File: src/rtl/target_crc5_pkg.sv
// Shared definitions for the HDR-DDR target CRC5 engine and its neighbours
// (deserializer, transmitter, DDR CCC engine).
package target_crc5_pkg;

    localparam int unsigned CRC_W      = 5;
    localparam int unsigned CRC_DATA_W = 8;

    localparam logic [CRC_W-1:0] CRC5_SEED = 5'h1F;
    localparam logic [CRC_W-1:0] CRC5_POLY = 5'h05;

    typedef enum logic {
        ST_IDLE  = 1'b0,
        ST_SHIFT = 1'b1
    } crc_state_e;

    // Receive-mode encodings agreed between the CCC engine, deserializer and CRC block
    localparam int unsigned RX_MODE_W = 2;
    localparam logic [RX_MODE_W-1:0] RX_MODE_DATA      = 2'd0;
    localparam logic [RX_MODE_W-1:0] RX_MODE_CCC       = 2'd1;
    localparam logic [RX_MODE_W-1:0] RX_MODE_CRC_TOKEN = 2'd2;
    localparam logic [RX_MODE_W-1:0] RX_MODE_CRC_VALUE = 2'd3;

endpackage

File: src/rtl/crc5_step.sv
// Single-bit CRC5 update, G(x)=x^5+x^2+1; shared with the target transmitter.
module crc5_step
    import target_crc5_pkg::*;
#(
    parameter logic [CRC_W-1:0] POLY = CRC5_POLY
) (
    input  logic [CRC_W-1:0] crc_in,
    input  logic             data_bit,
    output logic [CRC_W-1:0] crc_out
);

    logic fb;

    always_comb begin
        fb      = crc_in[CRC_W-1] ^ data_bit;
        crc_out = {crc_in[CRC_W-2:0], 1'b0} ^ (fb ? POLY : CRC_W'(0));
    end

endmodule

File: src/rtl/target_crc5.sv
// Bit-serial CRC5 engine folding deserialized bytes (MSB first) into a running CRC.
module target_crc5
    import target_crc5_pkg::*;
#(
    parameter logic [CRC_W-1:0] SEED   = CRC5_SEED,
    parameter logic [CRC_W-1:0] POLY   = CRC5_POLY,
    parameter int unsigned      DATA_W = CRC_DATA_W
) (
    input  logic              i_sys_clk,
    input  logic              i_sys_rst,
    input  logic              i_crc_en,
    input  logic              i_crc_init,
    input  logic              i_crc_data_valid,
    input  logic [DATA_W-1:0] i_crc_data_in,
    output logic [CRC_W-1:0]  o_crc_value,
    output logic              o_crc_busy,
    output logic              o_crc_done,
    output logic              o_crc_overrun,
    output logic [7:0]        o_crc_byte_cnt
);

    localparam int unsigned CNT_W      = (DATA_W > 1) ? $clog2(DATA_W) : 1;
    localparam int unsigned BYTE_CNT_W = 8;
    localparam logic [CNT_W-1:0] LAST_BIT = CNT_W'(DATA_W - 1);

    crc_state_e            state_q, state_d;
    logic [CRC_W-1:0]      crc_q, crc_d;
    logic [DATA_W-1:0]     shift_q, shift_d;
    logic [CNT_W-1:0]      cnt_q, cnt_d;
    logic [BYTE_CNT_W-1:0] byte_cnt_q, byte_cnt_d;
    logic                  busy_q, busy_d;
    logic                  done_q, done_d;
    logic                  overrun_q, overrun_d;
    logic [CRC_W-1:0]      crc_next;

    crc5_step #(.POLY(POLY)) u_step (
        .crc_in   (crc_q),
        .data_bit (shift_q[DATA_W-1]),
        .crc_out  (crc_next)
    );

    always_ff @(posedge i_sys_clk) begin
        if (!i_sys_rst) begin
            state_q    <= ST_IDLE;
            crc_q      <= SEED;
            shift_q    <= '0;
            cnt_q      <= '0;
            byte_cnt_q <= '0;
            busy_q     <= 1'b0;
            done_q     <= 1'b0;
            overrun_q  <= 1'b0;
        end else begin
            state_q    <= state_d;
            crc_q      <= crc_d;
            shift_q    <= shift_d;
            cnt_q      <= cnt_d;
            byte_cnt_q <= byte_cnt_d;
            busy_q     <= busy_d;
            done_q     <= done_d;
            overrun_q  <= overrun_d;
        end
    end

    // Init wins over everything, even with the engine disabled
    always_comb begin
        state_d    = state_q;
        crc_d      = crc_q;
        shift_d    = shift_q;
        cnt_d      = cnt_q;
        byte_cnt_d = byte_cnt_q;
        overrun_d  = overrun_q;
        done_d     = 1'b0;

        if (i_crc_init) begin
            state_d    = ST_IDLE;
            crc_d      = SEED;
            cnt_d      = '0;
            byte_cnt_d = '0;
            overrun_d  = 1'b0;
        end else if (i_crc_en) begin
            unique case (state_q)
                ST_IDLE: begin
                    if (i_crc_data_valid) begin
                        shift_d = i_crc_data_in;
                        cnt_d   = '0;
                        state_d = ST_SHIFT;
                    end
                end
                ST_SHIFT: begin
                    crc_d   = crc_next;
                    shift_d = {shift_q[DATA_W-2:0], 1'b0};
                    if (i_crc_data_valid) begin
                        overrun_d = 1'b1;
                    end
                    if (cnt_q == LAST_BIT) begin
                        state_d    = ST_IDLE;
                        byte_cnt_d = byte_cnt_q + BYTE_CNT_W'(1);
                        done_d     = 1'b1;
                    end else begin
                        cnt_d = cnt_q + CNT_W'(1);
                    end
                end
                default: state_d = ST_IDLE;
            endcase
        end

        busy_d = (state_d == ST_SHIFT);
    end

    assign o_crc_value    = crc_q;
    assign o_crc_busy     = busy_q;
    assign o_crc_done     = done_q;
    assign o_crc_overrun  = overrun_q;
    assign o_crc_byte_cnt = byte_cnt_q;

endmodule
File: config.mk
export PLATFORM = sky130hd
export DESIGN_NAME = target_crc5
export DESIGN_NICKNAME = d
export VERILOG_FILES = /design/src/rtl/target_crc5_pkg.sv /design/src/rtl/crc5_step.sv /design/src/rtl/target_crc5.sv
export SDC_FILE = /design/constraint.sdc
export NUM_CORES = 1
export LEC_CHECK = 0
export BUFFER_PORTS_ARGS = -buffer_cell sky130_fd_sc_hd__buf_4
export CORE_ASPECT_RATIO = 0.75
export CORE_MARGIN = 4
export CORE_UTILIZATION = 40
export CTS_BUF_LIST = sky130_fd_sc_hd__clkbuf_8
export DETAILED_ROUTE_END_ITERATION = 6
export HOLD_SLACK_MARGIN = 0.03
export PLACE_DENSITY = 0.6
export SETUP_SLACK_MARGIN = 0.05
export SLEW_MARGIN = 10
export SYNTH_ARGS = -nofsm -noshare
export SYNTH_HDL_FRONTEND = slang
export SYNTH_SLANG_ARGS = --single-unit
File: constraint.sdc
create_clock -name i_sys_clk -period 1.8 [get_ports i_sys_clk]
set_input_delay 0.09 -clock i_sys_clk [delete_from_list [all_inputs] [get_ports i_sys_clk]]
set_output_delay 0.09 -clock i_sys_clk [all_outputs]
set_load 0.01 [all_outputs]
==> results.json, run 1 <==
{
  "areaGrowthSynthToFinish_pct": 19.92,
  "layout.cells.non_filler": 193,
  "dr.first_iter.drc_count": 48,
  "cellPowerDensity_nw_per_um2": 710.9,
  "ir_drop_v": 0.0003294,
  "first_pass_iters": 4,
  "h-tree-depth": 1,
  "p_leak_uw": 0.0006571,
  "clockBufferDepth": 2,
  "syn_nets": 147,
  "ios": 29,
  "overflow": 0,
  "fp.dieW_um": 72.06,
  "hold_path_class": "primary input to flop",
  "outcome": "finished clean",
  "drt_wl_total_um": 2363,
  "viasPerCell": 4.922,
  "crit_path_max_fanout": 7,
  "drc": 0,
  "initial_core_util_pct": 41.94,
  "cts_inserted_buffers": 3,
  "max-cap-violations": 0,
  "die-area_sq_um": 4039,
  "portBuffers": 28,
  "ctsResizeCount": 0,
  "crit_required_ns": 2.00,
  "grt_pass1_wl_um": 4257,
  "power_uw": 1050,
  "ys_seq_area_share_pct": 43.90,
  "p_comb_share_pct": 8.2,
  "synth_flop_cell": "dfxtp_1",
  "p_clk_share_pct": 32.9,
  "drive_gt1_share_pct": 23.87,
  "power_switching_uw": 240.2,
  "setup_viol_count_final": 0,
  "final_hold_viol_count": 0,
  "grt_max_degree": 17,
  "root_buffer": "clkbuf_8",
  "ctsHoldBuffers": 0,
  "sw_frac_of_total_pct": 22.88,
  "grt_use_total_pct": 12.70,
  "post-route-util_pct": 50.30,
  "fin_crit_sh_pct": 85.57,
  "timing.setup.tns_ns": 0,
  "max_freq_ghz": 0.6492,
  "die_h_um": 56.05,
  "antenna_found_initial": 0,
  "layout_common_cells": "buf_4, dfxtp_1, nand2_1",
  "postRouteAntennaNets": 0,
  "synth_edf_count": 0,
  "clk_latency_ns": 0.27,
  "dp_cells": 189,
  "yosysWarnings": 0,
  "num_antenna_cells": 0,
  "setup_ws_ns": 0.2598,
  "dpl_worst_slack_ns": 0.2882,
  "period_needed_ns": 1.540,
  "max_slew_margin_pct": 64.79,
  "cts_tree": "built",
  "syn_area_sq_um": 1231,
  "ys_types": 31,
  "path_clk_slew_ns": 0.09,
  "grt_setup_unrepaired": "false",
  "layout_commonest_cell": "buf_4",
  "critPathArrivalTime_ns": 1.74,
  "avgSynthCellArea_sq_um": 9.398,
  "async_flop_share_pct": 0,
  "slew_violations": 0,
  "dp_hpwl_um": 1737,
  "synth-seq-cells": 27,
  "placementRows": 17,
  "wl_per_cell_um": 12.24,
  "vias": 950,
  "critPathKind": "flop to flop",
  "worst_slew_pin_slew_ns": 0.5282,
  "place_congestion": 0.7410,
  "syn-instance-count": 131,
  "core_sq_um": 2935,
  "p_seq_share_pct": 58.9,
  "fill_cells": 298,
  "post_cts_buffers": 0,
  "intPower_uw": 809.4,
  "nets": 172,
  "crit_path_end_kind": "flop",
  "critPathLaunchType": "flop",
  "grt_pass1_vias": 948,
  "finClkSkew_ns": 0.001670,
  "clock_sinks": 27
}
Yosys cell counts (all sizes together), types with 4 or more instances:
library cell / n / area (sq um)
a21oi: 8 / 40.04
buf: 8 / 65.06
dfxtp: 27 / 540.5
mux2i: 8 / 80.08
nand2: 22 / 82.58
nand4: 4 / 40.04
nor2: 9 / 36.29
nor3: 4 / 20.02
o211a: 7 / 70.07
o21ai: 4 / 20.01
xnor2: 5 / 43.79
metal layers:
metal / track usage [%] / wire length, um / part of all wire (%)
met5: 0 / 0 / 0
met3: 4.332 / 108 / 4.6
met4: 1.609 / 5 / 0.21
met1: 17.14 / 1157 / 49
met2: 19.97 / 1092 / 46
critical path, stage by stage, from the launching register on:
cell	delay, ns
dfxtp_1	0.37
ha_1	0.16
ha_1	0.25
nand4_4	0.16
or3_1	0.39
a21oi_1	0.14
through the flow:
step,instance area [sq um],hold WS [ns]
global placement,1430,0.3570
floorplan,1231,0.2307
detailed placement,1430,0.3782
finish,1476,0.07694
CTS,1476,0.07808
global route,1476,0.09587
final timing paths:
check        depth (start not counted)             start  slack (ns)                 to
max                                  5          cnt_q[0]        0.26  o_crc_byte_cnt[3]
max reg2reg                          5          cnt_q[0]        0.26  o_crc_byte_cnt[3]
min reg2reg                          2          cnt_q[2]        0.47           cnt_q[2]
min                                  3  i_crc_data_valid        0.08      o_crc_overrun
sequential cells by signal, indices dropped and copies added, names as in the netlist:
signal	count
o_crc_value	5
o_crc_done	1
o_crc_byte_cnt	8
shift_q	8
cnt_q	3
o_crc_busy	1
o_crc_overrun	1
cell type report:
type / count / area, sq um / area share (%)
multi-input combinational: 94 / 616.8 / 41.78
sequential: 27 / 540.5 / 36.61
timing repair buffer: 30 / 225.2 / 15.25
tap: 38 / 47.55 / 3.220
clock buffer: 3 / 41.29 / 2.797
clock inverter: 1 / 5.005 / 0.3390
power by group through the flow:
stage / sequential (uW) / combinational [uW] / clock [uW]
after detailed placement: 632 / 87.6 / 0
after global routing: 620 / 97.3 / 382
final: 618 / 86.5 / 345
after floorplan: 629 / 59.6 / 0
after CTS: 618 / 87.9 / 361
after global placement: 632 / 85.7 / 0
logic make-up after synthesis:
kind of cell    share of synthesized area, %
xor+xnor                               4.980
fa+ha+maj                              3.049
buf+inv                                5.995
mux                                    6.504
flops                                  43.90
simple gates                           23.78
compound gates                         11.79
(Power assumes the default switching activity.)
==> inputs of run 2 (changes only) <==
- MAX_ROUTING_LAYER: default -> met4
==> run 2 against run 1 <==
Effect of this change: sequential power about the same; final cell count unchanged; core utilization unchanged; flip-flop and latch count unchanged; combinational power about the same; non-clock buffer count unchanged; highest routed layer unchanged.
==> results.json, run 2 (same netlist as run 1, synthesis figures left out) <==
{
  "max_slew_margin_pct": 64.79,
  "outcome": "finished clean",
  "core_sq_um": 2935,
  "drc": 0,
  "slew_violations": 0,
  "fp.dieW_um": 72.06,
  "timing.rr.start": "cnt_q[0]",
  "clock_sinks": 27,
  "place_congestion": 0.7502,
  "power_uw": 1050,
  "viasPerCell": 4.922,
  "holdWs_ns": 0.07699,
  "worst_slew_pin_slew_ns": 0.5282,
  "finClkSkew_ns": 0.001648,
  "drt_wl_total_um": 2363,
  "areaGrowthSynthToFinish_pct": 19.92,
  "wl_met1_um": 1184,
  "fin_crit_sh_pct": 85.57,
  "h-tree-depth": 1,
  "overflow": 0,
  "cellPowerDensity_nw_per_um2": 710.9,
  "vias": 950,
  "max_freq_ghz": 0.6493,
  "die-area_sq_um": 4039,
  "setup_viol_count_final": 0,
  "crit_path_end_kind": "flop",
  "p_comb_share_pct": 8.2,
  "p_leak_uw": 0.0006571,
  "startpoint": "cnt_q[0]",
  "num_antenna_cells": 0,
  "antenna_found_initial": 0,
  "wl_per_cell_um": 12.24,
  "dp_hpwl_um": 1737,
  "max-cap-violations": 0,
  "post_cts_buffers": 0,
  "postRouteAntennaNets": 0,
  "dp_cells": 189,
  "die_h_um": 56.05,
  "critPathArrivalTime_ns": 1.74,
  "min-delay-start": "i_crc_data_valid",
  "ctsHoldBuffers": 0,
  "grt_use_total_pct": 13.05,
  "p_clk_share_pct": 32.9,
  "grt_max_degree": 17,
  "fill_cells": 298,
  "p_seq_share_pct": 58.9,
  "dr.first_iter.drc_count": 48,
  "first_pass_iters": 4,
  "clk_latency_ns": 0.27,
  "power_switching_uw": 240.2,
  "cts_inserted_buffers": 3,
  "nets": 172,
  "portBuffers": 28,
  "ctsResizeCount": 0,
  "grt_setup_unrepaired": "false",
  "grt_pass1_wl_um": 4250,
  "intPower_uw": 809.4,
  "cts_tree": "built",
  "dr.max_layer_used": "met4",
  "ios": 29,
  "clockBufferDepth": 2,
  "grt_pass1_vias": 948,
  "period_needed_ns": 1.540,
  "crit_required_ns": 2.00,
  "critPathKind": "flop to flop",
  "path_clk_slew_ns": 0.09,
  "initial_core_util_pct": 41.94,
  "layout_common_cells": "buf_4, dfxtp_1, nand2_1",
  "crit_path_max_fanout": 7,
  "setup_ws_ns": 0.2598,
  "timing.setup.tns_ns": 0,
  "wl_met3_um": 81,
  "ir_drop_v": 0.0003294,
  "layout.cells.non_filler": 193,
  "dpl_worst_slack_ns": 0.2882,
  "drive_gt1_share_pct": 23.87,
  "placementRows": 17,
  "layout_commonest_cell": "buf_4",
  "final_hold_viol_count": 0,
  "wl_met2_um": 1090,
  "sw_frac_of_total_pct": 22.88,
  "root_buffer": "clkbuf_8",
  "critPathLaunchType": "flop",
  "hold_path_class": "primary input to flop"
}
-- run 2: cell type report --
type | instances | area (sq um) | share of cell area [%]
Sequential cell | 27 | 540.5 | 36.61
Timing Repair Buffer | 30 | 225.2 | 15.25
Clock buffer | 3 | 41.29 | 2.797
Tap cell | 38 | 47.55 | 3.220
Clock inverter | 1 | 5.005 | 0.3390
Multi-Input combinational cell | 94 | 616.8 | 41.78
-- run 2: routing by layer --
metal	vias to the layer above	global-route usage, %
li1	498	-
met1	436	17.47
met2	14	19.97
met3	2	3.791
met4	0	1.609
met5	-	-
-- run 2: critical path, stage by stage, from the launching register on --
cell	delay (ns)
dfxtp_1	0.37
ha_1	0.16
ha_1	0.25
nand4_4	0.16
or3_1	0.39
a21oi_1	0.14
-- run 2: power by group through the flow --
stage          registers, uW  clock network [uW]  logic, uW
5_1_grt                  620                 382       97.2
3_3_place_gp             632                   0       85.7
3_5_place_dp             632                   0       87.6
4_1_cts                  618                 361       87.9
2_1_floorplan            629                   0       59.6
6_report                 618                 345       86.5
-- run 2: final timing paths --
check / to / slack (ns) / depth (start not counted)
worst max-delay path: o_crc_byte_cnt[3] / 0.26 / 5
worst min-delay path: o_crc_overrun / 0.08 / 3
worst min register to register: cnt_q[2] / 0.47 / 2
worst max register to register: o_crc_byte_cnt[3] / 0.26 / 5
-- run 2: stage by stage --
| step | area [sq um] | utilization (%) |
|---|---|---|
| floorplan | 1231 | - |
| global placement | 1430 | 48.72 |
| detailed placement | 1430 | 48.72 |
| CTS | 1476 | 50.30 |
| global route | 1476 | 50.30 |
| finish | 1476 | 50.30 |
==> inputs of run 3 (changes only) <==
- CELL_PAD_IN_SITES_DETAIL_PLACEMENT: default -> 0
- CELL_PAD_IN_SITES_GLOBAL_PLACEMENT: default -> 2
- CORE_UTILIZATION: 40 -> 33
- PLACE_DENSITY: 0.6 -> 0.79
==> run 3 against run 2 <==
Effect of this change: largest cell class unchanged; critical path depth did not move; flip-flop and latch count unchanged; maximum frequency grew 1.5%; critical path type unchanged; via count down 0.32%; highest routed layer unchanged; critical endpoint unchanged; sequential power about the same; global-route usage shrank 1.4 points.
==> results.json, run 3 (same netlist as run 1, synthesis figures left out) <==
{
  "vias": 947,
  "dr.first_iter.drc_count": 27,
  "cts_inserted_buffers": 3,
  "die_h_um": 60.90,
  "worst_slew_pin_slew_ns": 0.5590,
  "drc": 0,
  "fin_crit_sh_pct": 84.28,
  "max_slew_margin_pct": 62.73,
  "grt_setup_unrepaired": "false",
  "postRouteAntennaNets": 0,
  "max_freq_ghz": 0.6592,
  "clockBufferDepth": 2,
  "p_seq_share_pct": 59.4,
  "initial_core_util_pct": 35.73,
  "max-cap-violations": 0,
  "cts_tree": "built",
  "antenna_found_initial": 0,
  "p_comb_share_pct": 8.4,
  "crit_required_ns": 1.99,
  "first_pass_iters": 3,
  "layout_commonest_cell": "buf_4",
  "intPower_uw": 808.9,
  "path_clk_slew_ns": 0.09,
  "power_switching_uw": 230.4,
  "clk_latency_ns": 0.27,
  "cellPowerDensity_nw_per_um2": 696.9,
  "timing.setup.tns_ns": 0,
  "setup_viol_count_final": 0,
  "outcome": "finished clean",
  "post_cts_buffers": 0,
  "core_sq_um": 3446,
  "h-tree-depth": 1,
  "wl_per_cell_um": 11.94,
  "root_buffer": "clkbuf_8",
  "fp.dieW_um": 78.53,
  "crit_path_max_fanout": 7,
  "grt_max_degree": 17,
  "num_antenna_cells": 0,
  "nets": 172,
  "ctsResizeCount": 0,
  "place_congestion": 0.7664,
  "ctsHoldBuffers": 0,
  "drt_wl_total_um": 2448,
  "grt_use_total_pct": 11.64,
  "fill_cells": 348,
  "overflow": 0,
  "areaGrowthSynthToFinish_pct": 21.14,
  "viasPerCell": 4.620,
  "clock_sinks": 27,
  "period_needed_ns": 1.517,
  "hold_path_class": "primary input to flop",
  "drive_gt1_share_pct": 23.87,
  "portBuffers": 28,
  "placementRows": 18,
  "die-area_sq_um": 4782,
  "critPathArrivalTime_ns": 1.71,
  "grt_pass1_wl_um": 4098,
  "final_hold_viol_count": 0,
  "p_leak_uw": 0.0006571,
  "slew_violations": 0,
  "ios": 29,
  "placed_area_sq_um": 1445,
  "finClkSkew_ns": 0.008254,
  "crit_path_end_kind": "flop",
  "p_clk_share_pct": 32.2,
  "sw_frac_of_total_pct": 22.17,
  "dp_hpwl_um": 1853,
  "final_area_sq_um": 1491,
  "grt_pass1_vias": 899,
  "layout_common_cells": "buf_4, dfxtp_1, nand2_1",
  "critPathLaunchType": "flop",
  "ir_drop_v": 0.0004000,
  "critPathKind": "flop to flop"
}
==> run 3: final timing paths <==
kind                    startpoint                 to  slack, ns  cells after the start
setup / recovery          cnt_q[0]  o_crc_byte_cnt[3]       0.28                      5
hold / removal    i_crc_data_valid      o_crc_overrun       0.10                      3
setup reg to reg          cnt_q[0]  o_crc_byte_cnt[3]       0.28                      5
hold reg to reg           cnt_q[1]           cnt_q[1]       0.47                      2
==> run 3: critical path, cell delays in order (launching register included) <==
cell and delay [ns]:
dfxtp_1 0.36, ha_1 0.16, ha_1 0.24, nand4_4 0.16, or3_1 0.38, a21oi_1 0.14
==> run 3: final cells by class <==
cell class              count  area [sq um]  area share, %
clock buffers               3         41.29          2.768
clock inverters             1         5.005         0.3356
multi-input cells          94         616.8          41.36
flip-flops and latches     27         540.5          36.24
well taps                  50         62.56          4.195
repair buffers             30         225.2          15.10
==> run 3: power groups by stage <==
stage	sequential, uW	clock, uW	combinational, uW
2_1_floorplan	629	0	59.6
3_3_place_gp	631	0	86.9
3_5_place_dp	632	0	88.2
4_1_cts	618	353	88.6
5_1_grt	620	382	97.9
6_report	618	335	86.9
==> run 3: metal layers <==
metal | routed length [um] | vias to the layer above | global-route usage (%)
met5 | 0 | - | -
met4 | 18 | 0 | 2.244
met3 | 96 | 2 | 4.006
met2 | 1115 | 12 | 17.53
met1 | 1218 | 439 | 15.26
li1 | - | 494 | -
==> run 3: through the flow <==
step | setup WS, ns | cells | total power, uW | hold WS (ns) | utilization [%]
after CTS | 0.2784 | 205 | 1060 | 0.09871 | 43.28
after floorplan | 0.3804 | 131 | 688.2 | 0.2307 | -
final | 0.2829 | 205 | 1039 | 0.1025 | 43.28
after detailed placement | 0.3014 | 201 | 719.8 | 0.3788 | 41.94
after global routing | 0.1814 | 205 | 1100 | 0.1089 | 43.28
after global placement | 0.3235 | 201 | 718.1 | 0.3603 | 41.94
